==> config.mk <==
export PLATFORM = sky130hd
export DESIGN_NAME = perspective_divide
export DESIGN_NICKNAME = d
export VERILOG_FILES = /design/src/rtl/perspective_divide.sv
export SDC_FILE = /design/constraint.sdc
export NUM_CORES = 2
export LEC_CHECK = 0
export CAP_MARGIN = 10
export CELL_PAD_IN_SITES_DETAIL_PLACEMENT = 1
export CELL_PAD_IN_SITES_GLOBAL_PLACEMENT = 1
export CORE_MARGIN = 5
export CORE_UTILIZATION = 42
export CTS_CLUSTER_DIAMETER = 200
export DETAILED_ROUTE_END_ITERATION = 16
export GPL_TIMING_DRIVEN = 0
export PLACE_DENSITY = 0.76
export SLEW_MARGIN = 30
export SYNTH_ARGS = -nofsm -noshare
export SYNTH_HDL_FRONTEND = slang
export SYNTH_SLANG_ARGS = --single-unit
==> constraint.sdc <==
create_clock -name clk -period 8 [get_ports clk]
set_clock_uncertainty 0.15 [all_clocks]
set_input_delay 1.6 -clock clk [delete_from_list [all_inputs] [get_ports clk]]
set_output_delay 1.6 -clock clk [all_outputs]
set_load 0.01 [all_outputs]
==> src/rtl/perspective_divide.sv <==
// Perspective divide: takes a clip-space vertex, fetches 1/w from an external
// reciprocal unit and scales x, y, z through one shared fixed-point multiplier.
module perspective_divide #(
  parameter int FRAC_BITS = 14
) (
  input  logic        clk,
  input  logic        reset_i,
  input  logic        in_valid_i,
  output logic        in_ready_o,
  input  logic [31:0] x_i,
  input  logic [31:0] y_i,
  input  logic [31:0] z_i,
  input  logic [31:0] w_i,
  output logic [31:0] recip_x_o,
  input  logic [31:0] recip_z_i,
  output logic        out_valid_o,
  input  logic        out_ready_i,
  output logic [31:0] x_o,
  output logic [31:0] y_o,
  output logic [31:0] z_o,
  output logic [31:0] inv_w_o,
  output logic        clipped_o,
  output logic [2:0]  state_dbg_o
);

  typedef enum logic [2:0] {
    IDLE  = 3'd0,
    RECIP = 3'd1,
    MUL_X = 3'd2,
    MUL_Y = 3'd3,
    MUL_Z = 3'd4,
    DONE  = 3'd5
  } state_t;

  state_t state_q, state_d;

  logic [31:0] x_q, y_q, z_q, w_q;

  logic signed [31:0] mul_a;
  logic signed [63:0] mul_a_ext, mul_b_ext;
  logic signed [63:0] mul_prod, mul_shifted;
  logic [31:0]        mul_res;
  logic [31:0]        unused_mul_high;

  // Handshakes: a transfer happens on a rising edge where valid and ready are
  // both high; ready never depends on valid, and a producer holds its payload
  // stable while valid is high and ready is low.
  assign in_ready_o  = (state_q == IDLE) && !reset_i;
  assign out_valid_o = (state_q == DONE);
  assign recip_x_o   = w_q;
  assign state_dbg_o = state_q;

  always_comb begin
    state_d = state_q;
    case (state_q)
      IDLE:    if (in_valid_i) state_d = RECIP;
      RECIP:   state_d = ($signed(w_q) <= 32'sd0) ? DONE : MUL_X;
      MUL_X:   state_d = MUL_Y;
      MUL_Y:   state_d = MUL_Z;
      MUL_Z:   state_d = DONE;
      DONE:    if (out_ready_i) state_d = IDLE;
      default: state_d = IDLE;
    endcase
  end

  // Shared multiplier: coordinate chosen by state, always scaled by captured 1/w.
  always_comb begin
    mul_a = $signed(x_q);
    case (state_q)
      MUL_Y:   mul_a = $signed(y_q);
      MUL_Z:   mul_a = $signed(z_q);
      default: mul_a = $signed(x_q);
    endcase
  end

  assign mul_a_ext       = {{32{mul_a[31]}}, mul_a};
  assign mul_b_ext       = {{32{inv_w_o[31]}}, inv_w_o};
  assign mul_prod        = mul_a_ext * mul_b_ext;
  assign mul_shifted     = mul_prod >>> FRAC_BITS;
  assign mul_res         = mul_shifted[31:0];
  assign unused_mul_high = mul_shifted[63:32];

  always_ff @(posedge clk) begin
    if (reset_i) begin
      state_q   <= IDLE;
      x_q       <= '0;
      y_q       <= '0;
      z_q       <= '0;
      w_q       <= '0;
      x_o       <= '0;
      y_o       <= '0;
      z_o       <= '0;
      inv_w_o   <= '0;
      clipped_o <= 1'b0;
    end else begin
      state_q <= state_d;
      case (state_q)
        IDLE: begin
          if (in_valid_i) begin
            x_q <= x_i;
            y_q <= y_i;
            z_q <= z_i;
            w_q <= w_i;
          end
        end
        RECIP: begin
          // Vertices at or behind the eye plane are rejected with zeroed results.
          if ($signed(w_q) <= 32'sd0) begin
            x_o       <= '0;
            y_o       <= '0;
            z_o       <= '0;
            inv_w_o   <= '0;
            clipped_o <= 1'b1;
          end else begin
            inv_w_o   <= recip_z_i;
            clipped_o <= 1'b0;
          end
        end
        MUL_X:   x_o <= mul_res;
        MUL_Y:   y_o <= mul_res;
        MUL_Z:   z_o <= mul_res;
        default: ;
      endcase
    end
  end

endmodule

==> impl_metrics.env <==
export IMPL_clkTransAtPathRegs_ns=0.07
export IMPL_gp_congestion=0.950
export IMPL_wl_um=176000
export IMPL_nFillCells=10157
export IMPL_overflow=0
export IMPL_crit_path_start="state_dbg_o[1]$_SDFFE_PP0P_"
export IMPL_grt_antenna_before_repair=23
export IMPL_violations="setup timing"
export IMPL_grt_use_total_pct=34.3
export IMPL_max_freq_ghz=0.109
export IMPL_drv_slew=0
export IMPL_synth_net_count=5437
export IMPL_portBuffers=329
export IMPL_slowest_delay_ns=0.65
export IMPL_clockPowerShare_pct=9.7
export IMPL_grt_setup_unrepaired="true"
export IMPL_crit_slowest_cell="fa_1"
export IMPL_postSynthCellCount=4319
export IMPL_die_y_um=311
export IMPL_ctsHoldBuffers=0
export IMPL_min_path_type="reg2reg"
export IMPL_cts_tree="done"
export IMPL_synth_cell_types=66
export IMPL_synth_seq_cells=260
export IMPL_drtAntennaViolNets=0
export IMPL_multi_input_area_um2=31200
export IMPL_start_util_pct=42.2
export IMPL_status="finished, violations left"
export IMPL_path_max_fanout=10
export IMPL_p_leak_nw=21.9
export IMPL_core_um2=89900
export IMPL_fin_util_pct=54.2
export IMPL_drive_gt1_share_pct=15.7
export IMPL_maxCapViolCount=0
export IMPL_setup_tns_ns=-70.74
export IMPL_layout_area_overhead_vs_synth_pct=28.4
export IMPL_clock_sinks=260
export IMPL_grt_pass1_wl_um=248000
export IMPL_ys_warn_count=0
export IMPL_irDropWorstVdd_v=0.000198
export IMPL_wl_per_cell_um=29.0
export IMPL_rows=110
export IMPL_worst_slack_ns=-1.21
export IMPL_chipWidth_um=311
export IMPL_synth_flop_cell="dfxtp_1"
export IMPL_clock_root_buffer="clkbuf_16"
export IMPL_cp_common_cell="fa_1"
export IMPL_fin_crit_sh_pct=115
export IMPL_first_iter_violations=3103
export IMPL_p_per_area_nw_per_um2=277
export IMPL_hold_viol=0
export IMPL_swShare_pct=53.3
export IMPL_cp_required_ns=8.33
export IMPL_seqCellArea_um2=5220
export IMPL_combPwrFrac_pct=76.9
export IMPL_slew_headroom_pct=24.9
export IMPL_critPathLaunchType="register"
export IMPL_switchingPower_mw=7.20
export IMPL_regToRegStartpoint="state_dbg_o[1]$_SDFFE_PP0P_"
export IMPL_h_tree_depth=1
export IMPL_dr_pass1_iters=5
export IMPL_netlist_area_um2=38000
export IMPL_nNetsFinal=5984
export IMPL_avgViaCountPerCell=5.73
export IMPL_clkLatencyLatePin_ns=0.61
export IMPL_tightest_slew_ns=1.12
export IMPL_cts_inserted_buffers=28
export IMPL_min_period_ns=9.21
export IMPL_seqPwrFrac_pct=13.4
export IMPL_async_reset_ff_share_pct=0
export IMPL_critPathKind="reg2reg"
export IMPL_clockBufferDepth=3
export IMPL_io_pins=330
export IMPL_internal_power_mw=6.31
export IMPL_num_vias=34842
export IMPL_min_from="z_o[15]$_SDFFE_PP0P_"
export IMPL_die_area_um2=96500
export IMPL_first_global_vias=38288
export IMPL_hpwl_um=134000
export IMPL_syn_area_per_cell_um2=8.79
export IMPL_drc=0
export IMPL_endpoint_kind="register"
export IMPL_synth_edff_count=0
export IMPL_setup_violations=90
export IMPL_grt_max_degree=17
export IMPL_yosysSeqAreaShare_pct=13.7
export IMPL_worstPathArrival_ns=9.54
-- synthesized netlist by cell type (all sizes together), types with 30 or more instances --
library cell	n	area, um^2
xnor2	51	454
nand3	71	355
and2	495	3100
nor2	72	270
clkbuf	243	912
ha	161	2010
o21ai	59	318
dfxtp	260	5200
a21oi	250	1250
nand2	765	2870
fa	793	15900
buf	30	130
a22oi	38	285
inv	765	2870
-- cell families (layout without fill, tap and decap cells) --
group	count (synthesis)	count (layout)	synth area share, %
other	0	17	0
AOI/OAI and AO/OA	478	478	7.77
DFF	260	260	13.7
and+or+nand+nor	1517	1517	19.3
xor gates and xnor gates	72	72	1.79
buffers and inverters	1038	1605	10.3
adders and majority gates	954	954	47.1
-- cells in the final DEF (no fill, tap or decap), drive strengths merged, types with 7 or more instances in the layout --
cell type	synthesis	final
a22oi	38	38
clkinv	0	13
nand2	765	765
nand2b	10	10
o21bai	11	11
nor2b	16	16
and3	17	17
a221oi	8	8
buf	30	243
clkdlybuf4s50	0	329
nor4	8	8
a22o	27	27
clkbuf	243	253
fa	793	793
nand4	8	8
o311ai	7	7
a21o	16	16
ha	161	161
inv	765	766
dfxtp	260	260
and2	495	495
nand3	71	71
xnor2	51	51
diode	0	17
nor3	27	27
nor3b	9	9
nor2	72	72
xor2	18	18
a31oi	22	22
o21ai	59	59
a21oi	250	250
-- what timing repair did --
action | 4_1_cts | 5_1_grt
setup buffers | 156 | 54
setup endpoints to repair | 96 | 96
pin swaps | 164 | 111
gates resized for setup | 503 | 273
cloned | 2 | 0
-- critical path: cells and delay by family, from the launching register on --
family          cells  cell delay (ns)
fa+ha+maj           9             4.54
compound gates      9             1.95
flops               1             0.40
buf+inv             7             1.09
xor+xnor            1             0.14
simple gates        4             0.76
-- area by class of cell --
type                    count  area share [%]
clock buffers              35            1.57
flip-flops and latches    260            10.7
diodes                     17          0.0873
plain buffers             258            3.68
multi-input cells        3021            64.0
inverters                 765            5.89
clock inverters            15           0.280
repair buffers            532            10.7
well taps                1176            3.02
-- worst paths after layout --
check	endpoint	slack, ns	depth (start not counted)
min	z_o[15]$_SDFFE_PP0P_	0.30	2
max reg2reg	x_o[21]$_SDFFE_PP0P_	-1.21	30
min reg2reg	z_o[15]$_SDFFE_PP0P_	0.30	2
max	x_o[21]$_SDFFE_PP0P_	-1.21	30
-- through the flow --
step	power, mW	setup WS, ns	cell area, um^2	instances	hold WS (ns)
after floorplan	5.91	0.000330	38200	4319	0.282
after global placement	9.10	-2.69	43000	5824	0.288
after detailed placement	9.21	-2.38	43100	5824	0.298
after CTS	12.3	-0.867	47400	6017	0.306
after global routing	14.0	-1.33	48700	6065	0.326
final	13.5	-1.21	48700	6079	0.304
-- state kept, by name (all words and copies together) (netlist names), 3 cells and up --
signal	count
state_dbg_o	3
z_o	32
y_o	32
z_q	32
x_q	32
x_o	32
recip_x_o	32
y_q	32
inv_w_o	32
-- routing by layer --
| metal | vias up | share of wire, % | GRT usage, % | wire (um) |
|---|---|---|---|---|
| met5 | - | 0.060 | 0 | 106 |
| met4 | 14 | 7.3 | 17.5 | 12800 |
| met3 | 640 | 11 | 9.32 | 19200 |
| met2 | 2064 | 46 | 55.8 | 81200 |
| met1 | 18002 | 36 | 42.1 | 62800 |
| li1 | 14122 | - | - | - |
-- power by group through the flow --
| stage | sequential (mW) | combinational, mW | clock, mW |
|---|---|---|---|
| after floorplan | 1.71 | 4.20 | 0 |
| after global placement | 1.79 | 7.30 | 0 |
| after detailed placement | 1.80 | 7.41 | 0 |
| after CTS | 1.78 | 9.23 | 1.31 |
| after global routing | 1.82 | 10.8 | 1.38 |
| final | 1.81 | 10.4 | 1.32 |
(Power assumes the default switching activity.)
